==> src/rtl/adder_pkg.sv <==
// Shared types for the pipelined add/subtract unit: operation select and the
// flag bundle registered alongside the result.
package adder_pkg;

    typedef enum logic {
        OP_ADD = 1'b0,
        OP_SUB = 1'b1
    } op_e;

    typedef struct packed {
        logic carry;
        logic overflow;
        logic zero;
    } add_flags_t;

endpackage

==> src/rtl/add_slice.sv <==
// One carry-chained slice of the pipelined adder: purely combinational
// SLICE-bit add with carry in and carry out.
module add_slice #(
    parameter int SLICE = 8
) (
    input  logic [SLICE-1:0] a,
    input  logic [SLICE-1:0] b,
    input  logic             cin,
    output logic [SLICE-1:0] sum,
    output logic             cout
);

    assign {cout, sum} = {1'b0, a} + {1'b0, b} + {{SLICE{1'b0}}, cin};

endmodule

==> src/rtl/pipelined_add_sub.sv <==
// Pipelined add/subtract: one SLICE-wide carry-chained slice per clock, with
// valid/ready on both sides and registered carry, overflow and zero flags.
module pipelined_add_sub
    import adder_pkg::*;
#(
    parameter int WIDTH  = 32,
    parameter int STAGES = 4
) (
    input  logic             clk,
    input  logic             rst_n,
    input  logic             flush,
    input  logic             in_valid,
    output logic             in_ready,
    input  logic [WIDTH-1:0] a,
    input  logic [WIDTH-1:0] b,
    input  op_e              op,
    output logic             out_valid,
    input  logic             out_ready,
    output logic [WIDTH-1:0] y,
    output logic             carry,
    output logic             overflow,
    output logic             zero
);

    localparam int SLICE = WIDTH / STAGES;

    if (STAGES < 1 || STAGES > WIDTH || (WIDTH % STAGES) != 0) begin : g_bad_params
        $error("pipelined_add_sub: WIDTH must be a multiple of STAGES, 1 <= STAGES <= WIDTH");
    end

    logic              adv;
    logic              accept;
    logic [STAGES-1:0] v_q;

    // Per-stage operand view: index k is what stage k consumes this cycle.
    logic [WIDTH-1:0] a_src [STAGES];
    logic [WIDTH-1:0] b_src [STAGES];
    logic [WIDTH-1:0] r_src [STAGES];
    logic             c_src [STAGES];

    // Skew (upper operand slices), deskew (finished lower result slices) and carry.
    logic [WIDTH-1:0] a_q [STAGES];
    logic [WIDTH-1:0] b_q [STAGES];
    logic [WIDTH-1:0] r_q [STAGES];
    logic             c_q [STAGES];

    logic [WIDTH-1:0] y_q;
    add_flags_t       flags_q;

    // The whole pipe advances in lockstep whenever the output slot can move.
    assign adv       = !v_q[STAGES-1] || out_ready;
    assign in_ready  = adv && !flush && rst_n;
    assign accept    = in_valid && in_ready;
    assign out_valid = v_q[STAGES-1];

    // NOTE: reset is checked before flush so a simultaneous flush cannot mask it.
    always_ff @(posedge clk) begin
        if (!rst_n) begin
            v_q <= '0;
        end else if (flush) begin
            v_q <= '0;
        end else if (adv) begin
            v_q <= (v_q << 1) | STAGES'(accept);
        end
    end

    for (genvar k = 0; k < STAGES; k++) begin : g_stage
        logic [SLICE-1:0] sum;
        logic             cout;
        logic [WIDTH-1:0] r_nxt;

        if (k == 0) begin : g_head
            // Subtraction is a + ~b + 1; the +1 enters as the stage-0 carry.
            assign a_src[k] = a;
            assign b_src[k] = (op == OP_SUB) ? ~b : b;
            assign c_src[k] = (op == OP_SUB);
            assign r_src[k] = '0;
        end else begin : g_body
            assign a_src[k] = a_q[k-1];
            assign b_src[k] = b_q[k-1];
            assign c_src[k] = c_q[k-1];
            assign r_src[k] = r_q[k-1];
        end

        add_slice #(.SLICE(SLICE)) u_slice (
            .a    (a_src[k][k*SLICE +: SLICE]),
            .b    (b_src[k][k*SLICE +: SLICE]),
            .cin  (c_src[k]),
            .sum  (sum),
            .cout (cout)
        );

        always_comb begin
            r_nxt                    = r_src[k];
            r_nxt[k*SLICE +: SLICE]  = sum;
        end

        if (k < STAGES - 1) begin : g_pipe
            // NOTE: in-flight data registers carry no reset; their valid bit alone
            // decides whether their contents matter.
            always_ff @(posedge clk) begin
                if (adv) begin
                    a_q[k] <= a_src[k];
                    b_q[k] <= b_src[k];
                    c_q[k] <= cout;
                    r_q[k] <= r_nxt;
                end
            end
        end else begin : g_out
            always_ff @(posedge clk) begin
                if (!rst_n) begin
                    y_q     <= '0;
                    flags_q <= '0;
                end else if (adv) begin
                    y_q              <= r_nxt;
                    flags_q.carry    <= cout;
                    flags_q.overflow <= (a_src[k][WIDTH-1] == b_src[k][WIDTH-1]) &&
                                        (r_nxt[WIDTH-1] != a_src[k][WIDTH-1]);
                    flags_q.zero     <= ~|r_nxt;
                end
            end
        end
    end

    assign y        = y_q;
    assign carry    = flags_q.carry;
    assign overflow = flags_q.overflow;
    assign zero     = flags_q.zero;

endmodule

==> config.mk <==
export PLATFORM = sky130hd
export DESIGN_NAME = pipelined_add_sub
export DESIGN_NICKNAME = d
export VERILOG_FILES = /design/src/rtl/adder_pkg.sv /design/src/rtl/add_slice.sv /design/src/rtl/pipelined_add_sub.sv
export SDC_FILE = /design/constraint.sdc
export NUM_CORES = 1
export LEC_CHECK = 0
export BUFFER_PORTS_ARGS = -buffer_cell sky130_fd_sc_hd__buf_2
export CORE_UTILIZATION = 35
export CTS_BUF_LIST = sky130_fd_sc_hd__clkbuf_4
export DETAILED_ROUTE_END_ITERATION = 8
export PLACE_DENSITY = 0.52
export SETUP_SLACK_MARGIN = 0.3
export SYNTH_ARGS = -nofsm -noshare
export SYNTH_HDL_FRONTEND = slang
export SYNTH_HIERARCHICAL = 1
export SYNTH_SLANG_ARGS = --single-unit
==> constraint.sdc <==
create_clock -name clk -period 3.1 [get_ports clk]
set_clock_uncertainty 0.2 [all_clocks]
set_input_delay 0.155 -clock clk [delete_from_list [all_inputs] [get_ports clk]]
set_output_delay 0.155 -clock clk [all_outputs]
set_load 0.02 [all_outputs]
Word level (Yosys, flattened, before mapping)
Memories as Yosys holds them, arrays and structs flattened.
Index checks and enable logic that the tools add are counted.
{ "word_totals": {"ff_bits": 39, "mem_bits_rw": 388, "in_bits": 70, "output_inout_bits": 37, "elab_cells": 35, "mem_count": 4} }
{ "classes": {"add_sub_neg": 8, "eq_ne": 2, "mux": 3, "bitwise_logic": 3, "n_reduce_logical": 10} }
{ "mem_list": {"columns": ["name", "words", "word_bits", "read_ports", "rd_ports_with_merged_regs", "write_ports", "line_no", "text"], "rows": [
  ["a_q", 4, 32, 3, 0, 3, "pipelined_add_sub.sv:42", "logic [WIDTH-1:0] a_q [STAGES];"],
  ["b_q", 4, 32, 3, 0, 3, "pipelined_add_sub.sv:43", "logic [WIDTH-1:0] b_q [STAGES];"],
  ["r_q", 4, 32, 3, 0, 3, "pipelined_add_sub.sv:44", "logic [WIDTH-1:0] r_q [STAGES];"],
  ["c_q", 4, 1, 3, 0, 3, "pipelined_add_sub.sv:45", "logic c_q [STAGES];"]
]} }
{ "ops": {"columns": ["op", "count"], "rows": [
  ["$add 8x8->9", 4],
  ["$add 9x1->9", 4],
  ["$mux 32", 1],
  ["$not 32->32", 1],
  ["$reduce_or 32->1", 1],
  ["$logic_and 1x1->1", 4],
  ["$or 4x1->4", 1],
  ["$logic_not 1->1", 3],
  ["$mux 1", 2],
  ["$reduce_or 2->1", 1],
  ["$eq 1x1->1", 1],
  ["$logic_or 1x1->1", 1],
  ["$ne 1x1->1", 1],
  ["$not 1->1", 1]
]} }

Longest topological paths before layout
Gate-level depths: netlist (run 1).
{ "depth": {"ltp_word": 6, "ltp_mapped": 9, "depth_no_buf": 9} }

Cells and area by module
The synthesis (run 1) kept the hierarchy.
{ "by_module_without_submodules": {"columns": ["mod", "n_inst", "cells_per_inst", "area_each_um2", "seq_area_each_um2"], "rows": [
  ["pipelined_add_sub", 1, 366, 6314.8, 5195.0],
  ["add_slice (g_stage[0].u_slice ...)", 2, 40, 331.6, 0.0],
  ["add_slice (g_stage[2].u_slice ...)", 2, 42, 331.6, 0.0]
]} }

Least setup slack after synthesis (run 1)
No wires, ideal clock.
{ "synth_timing": {"kind": "register to register", "from": "register v_q[3]", "to": "register overflow (netlist name)", "setup_time_ns": 0.122, "arrival_ns": 2.736, "required_time_ns": 2.778, "slack_ns": 0.042, "path_stages_with_launch": 6, "path_buffers": 1, "path_cell_list": "dfxtp_1 -> nor2b_4 -> inv_2 -> buf_2 -> nand3_1 -> o211a_1"} }
{ "synth_between": {"elab_chain_len": 2} }
{ "synth_lines": {"columns": ["item", "line_no", "text"], "rows": [
  ["start: declaration", "pipelined_add_sub.sv:33", "logic [STAGES-1:0] v_q;"],
  ["start signal: assignment", "pipelined_add_sub.sv:63", "v_q <= (v_q << 1) | STAGES'(accept);"],
  ["$logic_not 1->1", "pipelined_add_sub.sv:51", "assign adv = !v_q[STAGES-1] || out_ready;"],
  ["$logic_or 1x1->1", "pipelined_add_sub.sv:51", null],
  ["via adv", "pipelined_add_sub.sv:31", "logic adv;"]
]} }
The timed path passes the listed nets, and every way through them passes these cells.
A chain may end at the register's enable or synchronous reset.

==> impl_metrics.tcl, run 1 <==
set metrics [dict create \
    crit_type "in -> reg" \
    maxSlewViolCount 0 \
    die-area_mm2 0.0224 \
    finalCritPeriodShare_pct 86.3 \
    total_power_mw 5.61 \
    grt_pass1_vias 4607 \
    pwr-share-seq_pct 59.2 \
    die_h_um 150 \
    fmax_ghz 0.374 \
    crit_path_frequent_cell "dlygate4sd3_1" \
    grt_max_degree 85 \
    end_kind "register" \
    worstSkewPairLatency_ps 560 \
    cts_tree "yes" \
    avgSynthCellArea_um2 14.4 \
    critPathMaxStageDelay_ps 550 \
    setup_viol 0 \
    start_kind "input port" \
    die_x_um 150 \
    postCtsSetupBuffers 0 \
    num_vias 4657 \
    overflow 0 \
    path_max_fanout 1 \
    synth_async_sr_flop_share_pct 0 \
    power_density_mw_per_mm2 583 \
    synth-seq-cells 186 \
    hold_ws_ps 44.1 \
    synthesis.nets 636 \
    clk_path_buf_depth 2 \
    grt_first_pass_wirelength_mm 22.6 \
    drive_gt1_share_pct 21.8 \
    synthCells 530 \
    synth_warnings 6 \
    synth_edf_count 147 \
    antenna_found_initial 1 \
    postRouteAntennaNets 0 \
    swShare_pct 27.9 \
    via_per_inst 4.57 \
    peakVddDrop_v 0.000234 \
    drt_pre_antenna_iters 6 \
    synth_area_leaders "edfxtp_1 58%, dfxtp_1 10%, ha_1 4.6%, xor2_1 4.6%, nand2_1 4.0%" \
    status "complete, no violations" \
    drc 0 \
    p_int_mw 4.04 \
    cts_made_buffers 17 \
    hold_viol_final 0 \
    setup_tns_ps 0 \
    hold_path.class "in -> reg" \
    routed_wl_mm 13.9 \
    yosys.cell_types.count 43 \
    htree_levels 4 \
    cp_top_family "buffers and inverters" \
    power_frac_comb_pct 17.9 \
    power_leakage_nw 3.92 \
    nNetsFinal 836 \
    routabilityCongestion 0.781 \
    place_hpwl_mm 9.54 \
    synth_top_area_share_pct 57.8 \
    crit_slowest_cell "dlygate4sd3_1" \
    post-route-min-period_ps 2680 \
    synth_ff_type "edfxtp_1" \
    cts_sinks 186 \
    start_util_pct 36.0 \
    clkTransAtPathRegs_ps 150 \
    arrival_ps 2800 \
    wl_per_cell_um 13.6 \
    slew_headroom_pct 53.5 \
    syn-cell-area_mm2 0.00764 \
    ioPinCount 107 \
    p_sw_mw 1.57 \
    p_clk_share_pct 22.9 \
    area_growth_pct 25.9 \
    rsz0062_at_grt "false" \
    tightest_slew_ps 697 \
    worstPathCellList "dlygate4sd3_1 > buf_2 > ha_1 > dlygate4sd3_1 > a21oi_1 > dlygate4sd3_1 > o21ai_0 > dlygate4sd3_1" \
    dr.first_iter.drc_count 169 \
    core_area_mm2 0.0212 \
    required_ps 3230 \
    path_buf_inv 5 \
    rows 53 \
    synth_top_cell_by_area "edfxtp_1" \
    maxCapViolations 0 \
    grtUsageTotal_pct 13.1 \
    seq_area_frac_synth_pct 68.0 \
    port_buffers 106 \
    fillers 1927 \
    clockRootBuffer "clkbuf_4" \
]
-- worst paths after layout --
kind | from | endpoint | slack [ps] | cells past startpoint
worst max-delay path | a[7] | c_q[0][0]$_DFFE_PP_ | 420 | 8
worst min-delay path | op | b_q[0][15]$_DFFE_PP_ | 40 | 3
worst max register to register | a_q[0][92]$_DFFE_PP_ | zero$_SDFFE_PN0P_ | 470 | 8
worst min register to register | a_q[0][62]$_DFFE_PP_ | a_q[0][94]$_DFFE_PP_ | 220 | 0
-- synth_stat cells (2+ instances only) --
library cell,number
a2111oi_0,2
a21boi_1,29
a21boi_2,4
a21o_1,8
a21oi_1,21
a21oi_2,2
a221oi_1,2
a311o_1,8
buf_2,7
buf_4,5
dfxtp_1,39
dlygate4sd1_1,2
edfxtp_1,147
fa_1,8
ha_1,28
inv_1,8
inv_2,5
mux2i_1,2
nand2_1,82
nand2b_1,2
nand3_1,12
nand3b_1,3
nand4_1,3
nor2_1,8
nor2b_1,6
nor3_1,7
nor4_1,9
o211ai_1,2
o21a_1,2
o21ai_0,4
o21bai_1,4
o221a_2,2
xnor2_1,8
xor2_1,40
-- layout by cell type, fill, tap and decap left out, drive strengths merged, types with 7 or more instances in the layout --
cell type	n
inv	20
dlygate4sd3	86
xnor2	8
dfxtp	39
a21boi	33
edfxtp	147
nor2	8
clkbuf	18
nor2b	7
fa	8
buf	111
nor3	7
a311o	8
ha	28
nand2	82
a21oi	23
nand3	12
xor2	40
nor4	10
a21o	8
-- power groups by stage --
stage	Clock [mW]	Sequential, mW	Combinational, mW
after floorplan	0	3.41	0.526
after global placement	0	3.38	0.865
final	1.28	3.32	1.00
after global routing	1.43	3.37	1.12
after detailed placement	0	3.39	0.887
after CTS	1.34	3.33	1.00
-- state kept, by name (all words and copies together) (netlist names) --
name and flops:
a_q 48, b_q 48, r_q 48, y 32
v_q 4, c_q 3, carry 1, overflow 1
zero 1
-- area by class of cell --
class	count	area [um2]	share of cell area, %
repair buffers	197	1450	15.1
flip-flops and latches	186	5190	54.0
inverters	13	53.8	0.559
clock buffers	18	135	1.40
multi-input cells	315	2300	23.9
diodes	1	2.50	0.0260
clock inverters	14	138	1.43
well taps	275	344	3.58
-- kinds of logic after synthesis --
kind of cell    after synthesis  share of synthesized area [%]
simple gates                137                           8.58
compound gates               92                           8.97
fa+ha+maj                    36                           6.68
xor+xnor                     48                           5.50
mux                           2                          0.262
buf+inv                      29                           2.01
flops                       186                           68.0
-- per-stage QoR --
step	cell area (um2)	std cells	util [%]	setup slack, ps
2_1_floorplan	7640	530	-	556
3_3_place_gp	8480	900	40.0	404
3_5_place_dp	8480	900	40.0	347
4_1_cts	9610	1018	45.3	320
5_1_grt	9620	1019	45.3	326
6_report	9620	1019	45.3	425
-- worst reg2reg max path: cells and delay by family (launching register included) --
| family | cells | cell delay (ps) |
|---|---|---|
| fa+ha+maj | 1 | 400 |
| compound gates | 4 | 940 |
| simple gates | 3 | 600 |
| flops | 1 | 410 |
-- timing repair --
item	CTS	global route
hold buffers	86	0
endpoints found under the hold margin	96	0
gates resized for setup	0	3
setup endpoints to repair	0	1
-- routing by layer --
| metal | GRT usage [%] | vias to the layer above | share of wire [%] |
|---|---|---|---|
| met2 | 20.7 | 97 | 47 |
| met3 | 2.77 | 14 | 3.7 |
| met5 | 0 | - | 0 |
| met1 | 17.6 | 2206 | 48 |
| li1 | - | 2340 | - |
| met4 | 5.35 | 0 | 1.8 |
(Power assumes the default switching activity.)
==> inputs of run 2 (changes only) <==
Settings changed: GPL_TIMING_DRIVEN set to 0.
==> impl_metrics.tcl, run 2 (synthesis gave the netlist of run 1 again) <==
set metrics [dict create \
    end_kind "register" \
    crit_type "in -> reg" \
    htree_levels 4 \
    r2r_slack_ps 480 \
    die_x_um 150 \
    cts_made_buffers 17 \
    peakVddDrop_v 0.000274 \
    fin_cells 1010 \
    total_power_mw 5.50 \
    reg_top3 "a_q: 48 flops, b_q: 48 flops, r_q: 48 flops" \
    required_ps 3200 \
    clk_path_buf_depth 2 \
    grtUsageTotal_pct 13.2 \
    port_buffers 105 \
    wl_per_cell_um 13.9 \
    cts_sinks 186 \
    overflow 0 \
    postCtsSetupBuffers 0 \
    cp-startpoint "op" \
    design_area_mm2 0.00949 \
    placed_area_mm2 0.00854 \
    core_area_mm2 0.0212 \
    hp-start "b[6]" \
    ioPinCount 107 \
    slew_headroom_pct 66.3 \
    fillers 1955 \
    path_max_fanout 10 \
    nNetsFinal 828 \
    worstSkewPairLatency_ps 550 \
    whs_path_depth 4 \
    fmax_ghz 0.372 \
    cts_tree "yes" \
    clkTransAtPathRegs_ps 130 \
    drt_pre_antenna_iters 4 \
    die_h_um 150 \
    drive_gt1_share_pct 23.2 \
    die-area_mm2 0.0224 \
    power_density_mw_per_mm2 579 \
    multiInputGateArea_mm2 0.00232 \
    hold_path.class "in -> reg" \
    dr.first_iter.drc_count 168 \
    rsz0062_at_grt "false" \
    num_vias 4632 \
    via_per_inst 4.59 \
    finalCritPeriodShare_pct 86.8 \
    layout_commonest_cell "edfxtp_1" \
    final_cell_mix "147 x edfxtp_1, 111 x buf_2, 82 x nand2_1" \
    start_util_pct 36.0 \
    area_growth_pct 24.2 \
    rr_startpoint "a_q[0][88]$_DFFE_PP_" \
    maxCapViolations 0 \
    routabilityCongestion 0.786 \
    setup_viol 0 \
    grt_max_degree 105 \
    antenna_found_initial 1 \
    reg2reg_depth 9 \
    setup_tns_ps 0 \
    place_hpwl_mm 10.1 \
    placed_cells 911 \
    maxSlewViolCount 0 \
    grt_first_pass_wirelength_mm 22.4 \
    drc 0 \
    final_util_pct 44.7 \
    regArea_mm2 0.00519 \
    start_kind "input port" \
    fin_ws_ps 409 \
    postRouteAntennaNets 0 \
    tightest_slew_ps 501 \
    status "complete, no violations" \
    power_leakage_nw 3.87 \
    hold_ws_ps 83.1 \
    arrival_ps 2800 \
    post-route-min-period_ps 2690 \
    hold_viol_final 0 \
    routed_wl_mm 14.0 \
    pre_cts_ws_ps 219 \
    clockRootBuffer "clkbuf_4" \
    rows 53 \
    grt_pass1_vias 4586 \
]
-- run 2: changes by cell type in the layout (fill, tap and decap cells not counted), moves of 2 or more --
cell / delta
buf_12: -2
buf_2: +5
buf_4: +2
buf_6: +2
clkinv_2: +2
dlygate4sd1_1: +2
dlygate4sd3_1: -19
inv_6: -4
inv_8: -2
-- run 2: metal layers --
layer  up-vias  routed length (um)  GRT usage [%]  share of wire, %
li1       2321                   -              -                 -
met5         -                   0              0                 0
met2       105                6700           21.6                48
met3        14                 616           3.66               4.4
met1      2192                6470           16.7                46
met4         0                 218           4.85               1.6
-- run 2: worst max-delay path, stage by stage --
cell and delay, ps:
dlygate4sd3_1 530, buf_2 130, buf_2 160, buf_4 200, xor2_1 180, fa_1 450, fa_1 430, dlygate4sd3_1 560
-- run 2: final timing paths --
path | end
worst max-delay path | r_q[0][1]$_DFFE_PP_
worst min-delay path | r_q[0][6]$_DFFE_PP_
worst max register to register | zero$_SDFFE_PN0P_
worst min register to register | a_q[0][94]$_DFFE_PP_
-- run 2: report_power, final --
group / leakage [nW] / internal, mW / switching, mW
clock: 0.130 / 0.408 / 0.781
sequential: 1.88 / 3.14 / 0.194
combinational: 1.85 / 0.445 / 0.527
-- run 2: final cells by class --
type | count | area share (%)
Timing Repair Buffer | 173 | 12.9
Tap cell | 275 | 3.63
Inverter | 13 | 0.514
Sequential cell | 186 | 54.8
Buffer | 16 | 1.17
Multi-Input combinational cell | 315 | 24.4
Antenna cell | 1 | 0.0264
Clock buffer | 19 | 1.50
Clock inverter | 12 | 1.07
-- run 2: timing repair --
| action | in CTS | in global routing |
|---|---|---|
| pin swaps | 1 | 1 |
| hold buffers | 67 | 0 |
| gates resized for setup | 2 | 4 |
| setup endpoints to repair | 1 | 1 |
| endpoints found under the hold margin | 95 | 0 |
